### src/rtl/registre_decalage.sv
// Universal shift register: hold, shift toward LSB/MSB and parallel load, with
// complemented outputs and a saturating shift counter for SerDes framing.
module registre_decalage #(
    parameter  int unsigned WIDTH = 8,
    localparam int unsigned CW    = $clog2(WIDTH + 1)
) (
    input  logic             clk,
    input  logic             rst_n,
    input  logic [1:0]       mode,
    input  logic             sin_msb,
    input  logic             sin_lsb,
    input  logic [WIDTH-1:0] d,
    output logic [WIDTH-1:0] q,
    output logic [WIDTH-1:0] qn,
    output logic             sout_lsb,
    output logic             sout_msb,
    output logic [CW-1:0]    cnt,
    output logic             full
);

    localparam logic [1:0] MODE_HOLD  = 2'b00;
    localparam logic [1:0] MODE_SHR   = 2'b01;
    localparam logic [1:0] MODE_SHL   = 2'b10;
    localparam logic [1:0] MODE_LOAD  = 2'b11;
    localparam logic [CW-1:0] CNT_MAX = CW'(WIDTH);

    logic [WIDTH-1:0] q_nxt;
    logic [CW-1:0]    cnt_nxt;
    logic [CW-1:0]    cnt_inc;

    // Counter saturates at WIDTH so it can flag a complete word without wrapping
    assign cnt_inc = (cnt == CNT_MAX) ? cnt : cnt + CW'(1);

    // Next-state selection
    always_comb begin
        q_nxt   = q;
        cnt_nxt = cnt;
        unique case (mode)
            MODE_HOLD: begin
                q_nxt   = q;
                cnt_nxt = cnt;
            end
            MODE_SHR: begin
                q_nxt   = {sin_msb, q[WIDTH-1:1]};
                cnt_nxt = cnt_inc;
            end
            MODE_SHL: begin
                q_nxt   = {q[WIDTH-2:0], sin_lsb};
                cnt_nxt = cnt_inc;
            end
            MODE_LOAD: begin
                q_nxt   = d;
                cnt_nxt = '0;
            end
            default: begin
                q_nxt   = q;
                cnt_nxt = cnt;
            end
        endcase
    end

    // State register
    always_ff @(posedge clk or negedge rst_n) begin
        if (!rst_n) begin
            q   <= '0;
            cnt <= '0;
        end else begin
            q   <= q_nxt;
            cnt <= cnt_nxt;
        end
    end

    // Cell-style complemented and serial taps follow q with no added latency
    assign qn       = ~q;
    assign sout_lsb = q[0];
    assign sout_msb = q[WIDTH-1];
    assign full     = (cnt == CNT_MAX);

endmodule

### config.mk
export PLATFORM = sky130hd
export DESIGN_NAME = registre_decalage
export DESIGN_NICKNAME = d
export VERILOG_FILES = /design/src/rtl/registre_decalage.sv
export SDC_FILE = /design/constraint.sdc
export NUM_CORES = 1
export LEC_CHECK = 0
export CAP_MARGIN = 20
export CORE_MARGIN = 3
export CORE_UTILIZATION = 39
export CTS_CLUSTER_SIZE = 25
export DETAILED_ROUTE_END_ITERATION = 16
export PLACE_DENSITY = 0.78
export SETUP_SLACK_MARGIN = 0.1
export SYNTH_ARGS = -nofsm -noshare
export SYNTH_HDL_FRONTEND = slang
export SYNTH_SLANG_ARGS = --single-unit
### constraint.sdc
create_clock -name clk -period 2 [get_ports clk]
set_input_delay 0.2 -clock clk [delete_from_list [all_inputs] [get_ports clk]]
set_output_delay 0.2 -clock clk [all_outputs]
set_load 0.01 [all_outputs]
==> results of run 1 <==
## cell usage after synthesis
library cell,instances,area [sq um]
a211oi_1,8,60.1
a21oi_1,8,40.0
a21oi_4,1,16.3
a22o_1,8,70.1
a32o_1,1,10.0
and3b_2,1,10.0
buf_2,1,5.00
buf_4,2,15.0
buf_6,2,22.5
clkbuf_1,1,3.75
dfrtp_1,12,300
ha_1,5,62.6
inv_1,13,48.8
mux2_1,1,11.3
mux2i_1,1,10.0
nand2b_1,1,6.26
nand3_1,1,5.00
nand3b_1,1,7.51
nor2_1,3,11.3
o211ai_1,1,7.51
o21bai_1,1,7.51
or4_1,1,7.51
## state kept, by name (all words and copies together) (netlist names)
register	flops
cnt	4
q	8
## worst max-delay path, delay by kind of cell
family	cells	cell delay, ps
compound gates	1	110
fa+ha+maj	1	290
buf+inv	2	650
simple gates	1	470
## path summary, 6_finish.rpt
kind	end	slack, ps	depth (start not counted)
worst max register to register	cnt[0]	460	5
worst min register to register	q[0]	580	2
min in group clk	q[0]	580	2
max in group asynchronous	q[7]	1340	1
worst max-delay path	cnt[3]	460	5
worst min-delay path	cnt[3]	290	1
## cells by family (layout without fill, tap and decap cells)
group,count (synthesis),count (layout)
flip-flops,12,12
buffers and inverters,19,57
AO/OA/AOI/OAI,28,28
AND/OR/NAND/NOR,8,8
adder cells (fa/ha/maj),5,5
multiplexers,2,2
## routing by layer
metal / GRT usage / vias up / wire [um]
met3: 0.0755 / 0 / 179
met4: 0.0276 / 0 / 0
met5: 0 / - / 0
met2: 0.286 / 30 / 898
met1: 0.184 / 324 / 777
li1: - / 338 / -
## power by group
| group | internal [mW] | total [mW] | switching [mW] |
|---|---|---|---|
| registers | 0.305 | 0.372 | 0.0674 |
| logic | 0.299 | 0.514 | 0.215 |
| clock network | 0.0696 | 0.147 | 0.0777 |
## through the flow
stage / setup slack (ps) / hold WS [ps]
after floorplan: 450 / -95.6
after global placement: 234 / 565
after detailed placement: 191 / 573
after CTS: 100 / 302
after global routing: 393 / 322
final: 461 / 289
## timing repair
item / 4_1_cts / 5_1_grt
setup endpoints to repair: 1 / 1
setup buffers: 1 / 0
resized for setup: 0 / 1
endpoints found under the hold margin: 0 / 0
## cell type report
cell class              instances  share of cell area
clock buffers                   3              0.0197
inverters                      13              0.0426
multi-input cells              43               0.299
flip-flops and latches         12               0.262
well taps                      25              0.0273
repair buffers                 41               0.349
==> results.py, run 1 <==
metrics = {
    "outcome": {
        "status": "finished, final reports clean",
    },
    "place": {
        "gp_congestion": 0.794,
        "dpl-instance-area_sq_mm": 0.00111,
        "placed_cells": 133,
        "dp_hpwl_mm": 1.42,
        "port-buffer-count": 36,
    },
    "yosys": {
        "yosys.area_share.simple": 0.0644,
        "synth.area.mux_share": 0.0288,
        "synthCells": 74,
        "synth_compound_area_frac": 0.286,
        "ys_seq_area_frac": 0.407,
        "synth_xor_area_frac": 0,
        "syn_area_sq_um": 738,
        "yosys_warnings": 0,
        "ys_seq_elements": 12,
        "synth_top_family_by_area": "compound AO/OA/AOI/OAI gates",
        "synth_fa_ha_area_frac": 0.0847,
        "synth_nets": 93,
        "synth_cell_types": 22,
        "avgSynthCellArea_sq_um": 9.98,
    },
    "route": {
        "drt-vias-per-instance": 5.05,
        "firstDrtPassIters": 4,
        "routed_wirelength_mm": 1.85,
        "drc": 0,
        "first_iter_violations": 6,
        "antenna_left": 0,
        "wire_per_inst_um": 13.5,
        "vias": 692,
    },
    "timing": {
        "clock.fmax_mhz": 650,
        "rsz0062_at_grt": "false",
        "fin_tns_setup_ps": 0,
        "drv_slew": 0,
        "post-route-min-period_ps": 1540,
        "timing_worst_slew_pin_value_ps": 563,
        "fin_skew_ps": 5.32,
        "maxSlewHeadroom": 0.623,
        "period_share": 0.769,
        "hold_viol_final": 0,
        "setup_violations": 0,
    },
    "cts": {
        "numCtsBuffers": 3,
        "ctsLongestPathBuffers": 2,
        "cts_tree": "built",
        "clock_latency_ps": 270,
        "root_buffer": "clkbuf_4",
        "clk_pin_slew_ps": 80,
        "cts_sinks": 12,
        "holdBufCountCts": 0,
        "htreeDepth": 1,
    },
    "critical_path": {
        "setup.worst_path.start_class": "input pin",
        "crit_type": "in2reg",
        "crit_fanout": 9,
        "cp_slowest_cell": "or4_1",
        "cp-startpoint": "mode[1]",
        "worstPathRequired_ps": 2190,
        "crit_chain": "clkdlybuf4s50_1 > ha_1 > buf_4 > or4_1 > o211ai_1",
        "crit_arrival_ps": 1730,
        "endpoint_kind": "flip-flop",
        "reg2reg_from": "cnt[1]",
        "crit_path_max_incr_delay_ps": 470,
    },
    "cells_and_area": {
        "ff_latch_area_sq_um": 300,
        "antenna_cells": 0,
        "fillers": 157,
        "fin_area_sq_mm": 0.00115,
        "layout_commonest_cell": "clkdlybuf4s50_1",
        "nets": 133,
        "final_cell_mix": "clkdlybuf4s50_1 (35), inv_1 (13), dfrtp_1 (12)",
        "fin_util": 0.650,
        "multi_input_area_sq_um": 343,
        "final_cells": 137,
        "drive_gt1_frac": 0.0893,
        "syn_to_final_growth_pct": 55.3,
    },
    "floorplan": {
        "core.rowCount": 15,
        "die-width_um": 49.5,
        "io_pins": 37,
        "coreArea_sq_mm": 0.00176,
        "dieHeight_um": 49.5,
        "die_area_sq_mm": 0.00245,
        "start_util": 0.418,
    },
    "global_route": {
        "grt_pass1_vias": 680,
        "grt_pass1_wl_mm": 3.12,
        "grt-ovfl-total": 0,
        "grt_max_degree": 17,
        "antenna_found_initial": 0,
        "track_usage": 0.164,
    },
    "power_and_ir_drop": {
        "powerDensity_mw_per_mm2": 902,
        "ir_drop_uv": 560,
        "fin_total_pwr_mw": 1.03,
        "p_leak_nw": 0.535,
    },
    "worst_hold_path": {
        "min_path_type": "in2async",
    },
    "job": {
        "max_cap_viol_count": 0,
    },
}
(Power assumes the default switching activity.)
==> run 2, diff against run 1 <==
==> constraint.sdc (replaced) <==
create_clock -name clk -period 1.48 [get_ports clk]
set_input_delay 0.148 -clock clk [delete_from_list [all_inputs] [get_ports clk]]
set_output_delay 0.148 -clock clk [all_outputs]
set_load 0.01 [all_outputs]
==> results.py, run 2 (same netlist as run 1, synthesis figures left out) <==
metrics = {
    "cells_and_area": {
        "final_cells": 150,
        "final_cell_mix": "dlygate4sd2_1 (17), buf_4 (15), clkdlybuf4s50_1 (14)",
        "drive_gt1_frac": 0.256,
        "top_register": "q",
        "top_regs": "q (8), cnt (4)",
        "antenna_cells": 0,
        "layout_commonest_cell": "dlygate4sd2_1",
        "largest_reg_flops": 8,
        "fin_area_sq_mm": 0.00127,
        "nets": 145,
        "syn_to_final_growth_pct": 71.5,
    },
    "critical_path": {
        "r2r_cells": 6,
        "crit_arrival_ps": 1640,
        "worstPathRequired_ps": 1650,
        "endpoint_kind": "flip-flop",
        "crit_fanout": 2,
        "crit_type": "reg2reg",
        "setup.worst_path.start_class": "flip-flop",
    },
    "floorplan": {
        "io_pins": 37,
        "coreArea_sq_mm": 0.00176,
        "core.rowCount": 15,
        "dieHeight_um": 49.5,
        "die-width_um": 49.5,
        "start_util": 0.418,
        "die_area_sq_mm": 0.00245,
    },
    "outcome": {
        "status": "finished, final reports clean",
    },
    "global_route": {
        "antenna_found_initial": 0,
        "met2_usage": 0.328,
        "grt_pass1_vias": 770,
        "track_usage": 0.189,
        "met3_usage": 0.0514,
        "grt.busiest_layer": "met2",
        "use_met1": 0.210,
        "grt_pass1_wl_mm": 3.50,
        "grt_max_degree": 17,
        "grt-ovfl-total": 0,
    },
    "route": {
        "first_iter_violations": 8,
        "routed_wirelength_mm": 2.15,
        "wire_per_inst_um": 14.3,
        "drc": 0,
        "antenna_left": 0,
        "vias": 752,
        "drt-vias-per-instance": 5.01,
        "firstDrtPassIters": 4,
    },
    "power_and_ir_drop": {
        "switchingPower_uw": 547,
        "internal_power_uw": 971,
        "fin_total_pwr_mw": 1.52,
        "ir_drop_uv": 773,
        "power.share.switching": 0.361,
        "power_frac_seq": 0.318,
        "p_comb_frac": 0.533,
        "powerDensity_mw_per_mm2": 1200,
        "pwr-share-clk": 0.149,
        "p_leak_nw": 0.642,
    },
    "place": {
        "dp_worst_setup_slack_ps": -270,
        "port-buffer-count": 36,
        "dp_hpwl_mm": 1.60,
        "gp_congestion": 0.768,
        "dpl-instance-area_sq_mm": 0.00117,
        "placed_cells": 140,
    },
    "worst_hold_path": {
        "min_path_type": "in2async",
    },
    "timing": {
        "finalWorstSetupSlack_ps": 15.3,
        "setup_violations": 0,
        "maxSlewHeadroom": 0.633,
        "clock.fmax_mhz": 683,
        "drv_slew": 0,
        "post-route-min-period_ps": 1460,
        "rsz0062_at_grt": "true",
        "hold_viol_final": 0,
        "timing_worst_slew_pin_value_ps": 549,
        "fin_skew_ps": 2.09,
        "period_share": 0.990,
    },
    "cts": {
        "clock_latency_ps": 280,
        "numCtsBuffers": 3,
        "root_buffer": "clkbuf_4",
        "cts_sinks": 12,
        "holdBufCountCts": 0,
        "htreeDepth": 1,
        "cts_tree": "built",
        "clk_pin_slew_ps": 80,
        "ctsLongestPathBuffers": 2,
    },
    "job": {
        "max_cap_viol_count": 0,
    },
}
## run 2: changes by cell type in the layout (fill, tap and decap cells not counted), sizes merged
| cell | change |
|---|---|
| clkdlybuf4s15 | +1 |
| dlygate4sd2 | +17 |
| buf | +13 |
| clkdlybuf4s50 | -21 |
| clkbuf | +1 |
| dlymetal6s2s | +2 |
## run 2: power groups by stage
stage | sequential, mW | clock, mW | combinational [mW]
2_1_floorplan | 0.543 | 0 | 0.290
3_3_place_gp | 0.490 | 0 | 0.767
3_5_place_dp | 0.494 | 0 | 0.786
4_1_cts | 0.476 | 0.233 | 0.766
5_1_grt | 0.497 | 0.247 | 0.888
6_report | 0.482 | 0.226 | 0.809
## run 2: through the flow
stage | setup TNS, ps | utilization | hold WS [ps]
final | 0 | 0.718 | 216
after global routing | -52.0 | 0.718 | 239
after CTS | 0 | 0.690 | 230
after detailed placement | -2460 | 0.665 | 541
after global placement | -1890 | 0.665 | 541
after floorplan | 0 | - | -148
## run 2: path summary, 6_finish.rpt
| kind | slack, ps | start | end |
|---|---|---|---|
| max | 20 | cnt[1] | cnt[0] |
| min | 220 | rst_n | q[1] |
| max reg2reg | 20 | cnt[1] | cnt[0] |
| min reg2reg | 570 | q[0] | q[0] |
| max in group asynchronous | 870 | rst_n | cnt[0] |
| min in group clk | 540 | sin_msb | q[7] |
## run 2: cell type report
class	count	area, sq um
inverters	13	48.8
well taps	25	31.3
flip-flops and latches	12	302
clock buffers	4	26.3
multi-input cells	43	382
repair buffers	53	477
fillers	151	498
## run 2: layer usage
metal  wire [um]  vias to the layer above
li1            -                      367
met1         830                      350
met2        1100                       30
met3         167                        5
met4          43                        0
met5           0                        -
## run 2: critical path: stages (launching register included)
cell and delay, ps:
dfrtp_1 370, inv_2 60, ha_4 140, and3b_2 200, buf_6 120, a21oi_4 160, mux2_4 310
## run 2: repair_timing
item	CTS	global route
pin swaps	1	2
endpoints found under the setup margin	34	15
gates cloned	0	0
setup buffers	4	2
gates resized for setup	24	12
==> run 3, diff against run 2 <==
--- a/config.mk
+++ b/config.mk
@@ -8,10 +8,10 @@
 export CAP_MARGIN = 20
 export CORE_MARGIN = 3
 export CORE_UTILIZATION = 39
-export CTS_CLUSTER_SIZE = 25
 export DETAILED_ROUTE_END_ITERATION = 16
 export PLACE_DENSITY = 0.78
 export SETUP_SLACK_MARGIN = 0.1
+export SKIP_CTS_REPAIR_TIMING = 1
 export SYNTH_ARGS = -nofsm -noshare
 export SYNTH_HDL_FRONTEND = slang
 export SYNTH_SLANG_ARGS = --single-unit
==> results.py, run 3 (same netlist as run 1, synthesis figures left out) <==
metrics = {
    "outcome": {
        "status": "finished, final reports clean",
    },
    "floorplan": {
        "core.rowCount": 15,
        "die_area_sq_mm": 0.00245,
        "dieHeight_um": 49.5,
        "io_pins": 37,
        "coreArea_sq_mm": 0.00176,
        "start_util": 0.418,
        "die-width_um": 49.5,
    },
    "route": {
        "vias": 755,
        "first_iter_violations": 12,
        "antenna_left": 0,
        "wire_per_inst_um": 14.7,
        "firstDrtPassIters": 4,
        "drc": 0,
        "routed_wirelength_mm": 2.24,
        "drt-vias-per-instance": 4.97,
    },
    "cells_and_area": {
        "antenna_cells": 0,
        "nets": 147,
        "fillers": 133,
        "top_register": "q",
        "final_cell_mix": "dlymetal6s2s_1 (22), buf_4 (17), clkdlybuf4s50_1 (14)",
        "drive_gt1_frac": 0.252,
        "layout_commonest_cell": "dlymetal6s2s_1",
        "largest_reg_flops": 8,
        "syn_to_final_growth_pct": 82.9,
        "ff_latch_area_sq_um": 302,
        "multi_input_area_sq_um": 377,
        "top_regs": "q (8), cnt (4)",
    },
    "cts": {
        "ctsLongestPathBuffers": 2,
        "cts_tree": "built",
        "cts_sinks": 12,
        "root_buffer": "clkbuf_4",
        "clock_latency_ps": 290,
        "numCtsBuffers": 3,
        "htreeDepth": 1,
        "clk_pin_slew_ps": 80,
    },
    "critical_path": {
        "crit_path_max_incr_delay_ps": 370,
        "endpoint_kind": "flip-flop",
        "worstPathRequired_ps": 1660,
        "crit_type": "reg2reg",
        "cp_slowest_cell": "dfrtp_1",
        "crit_chain": "inv_2 > ha_4 > and3b_2 > buf_6 > a21oi_4 > mux2_4",
        "setup.worst_path.start_class": "flip-flop",
        "crit_fanout": 2,
        "crit_arrival_ps": 1640,
    },
    "place": {
        "dp_hpwl_mm": 1.60,
        "gp_congestion": 0.768,
        "dp_worst_setup_slack_ps": -270,
        "port-buffer-count": 36,
    },
    "timing": {
        "timing_worst_slew_pin_value_ps": 566,
        "setup_violations": 0,
        "fin_tns_setup_ps": 0,
        "post-route-min-period_ps": 1460,
        "period_share": 0.987,
        "rsz0062_at_grt": "true",
        "fin_skew_ps": 5.58,
        "hold_viol_final": 0,
        "drv_slew": 0,
        "finalWorstSetupSlack_ps": 19.6,
        "maxSlewHeadroom": 0.622,
        "clock.fmax_mhz": 685,
    },
    "global_route": {
        "track_usage": 0.182,
        "grt_pass1_vias": 723,
        "grt_max_degree": 17,
        "antenna_found_initial": 0,
        "grt-ovfl-total": 0,
        "grt_pass1_wl_mm": 3.36,
    },
    "power_and_ir_drop": {
        "p_leak_nw": 0.813,
        "fin_total_pwr_mw": 1.57,
        "ir_drop_uv": 763,
        "powerDensity_mw_per_mm2": 1170,
    },
    "job": {
        "max_cap_viol_count": 0,
    },
    "worst_hold_path": {
        "min_path_type": "in2async",
    },
}
## run 3: cell type report
| class | count | area share |
|---|---|---|
| clock buffers | 4 | 0.0195 |
| inverters | 13 | 0.0361 |
| multi-input cells | 43 | 0.279 |
| flip-flops and latches | 12 | 0.223 |
| well taps | 25 | 0.0232 |
| repair buffers | 55 | 0.419 |
## run 3: path summary, 6_finish.rpt
path | to | from | depth (start not counted) | slack, ps
setup / recovery | cnt[0] | cnt[1] | 6 | 20
hold / removal | q[2] | rst_n | 1 | 220
setup reg to reg | cnt[0] | cnt[1] | 6 | 20
hold reg to reg | q[1] | q[1] | 2 | 560
max in group asynchronous | cnt[0] | rst_n | 1 | 860
min in group clk | q[7] | sin_msb | 3 | 540
## run 3: worst max-delay path: cells and delay by family, from the launching register on
kind / cells / cell delay [ps]
flip-flops: 1 / 370
multiplexers: 1 / 310
AND/OR/NAND/NOR: 1 / 210
buffers and inverters: 2 / 180
adder cells (fa/ha/maj): 1 / 140
AO/OA/AOI/OAI: 1 / 140
## run 3: power by group
group          switching (mW)  internal (mW)  total, mW
Combinational           0.363          0.504      0.867
Sequential             0.0630          0.415      0.478
Clock                   0.125          0.105      0.229
## run 3: per-layer routing
layer / up-vias / track usage / wire length [um]
li1: 369 / - / -
met1: 353 / 0.210 / 879
met2: 28 / 0.304 / 1190
met3: 5 / 0.0514 / 127
met4: 0 / 0.0968 / 42
met5: - / 0 / 0
## run 3: per-stage QoR
| step | hold slack [ps] | cell area [sq um] | instances | utilization |
|---|---|---|---|---|
| after global placement | 541 | 1170 | 140 | 0.665 |
| after floorplan | -148 | 746 | 74 | - |
| after global routing | 247 | 1350 | 152 | 0.765 |
| final | 219 | 1350 | 152 | 0.765 |
| after detailed placement | 541 | 1170 | 140 | 0.665 |
| after CTS | 230 | 1200 | 144 | 0.680 |
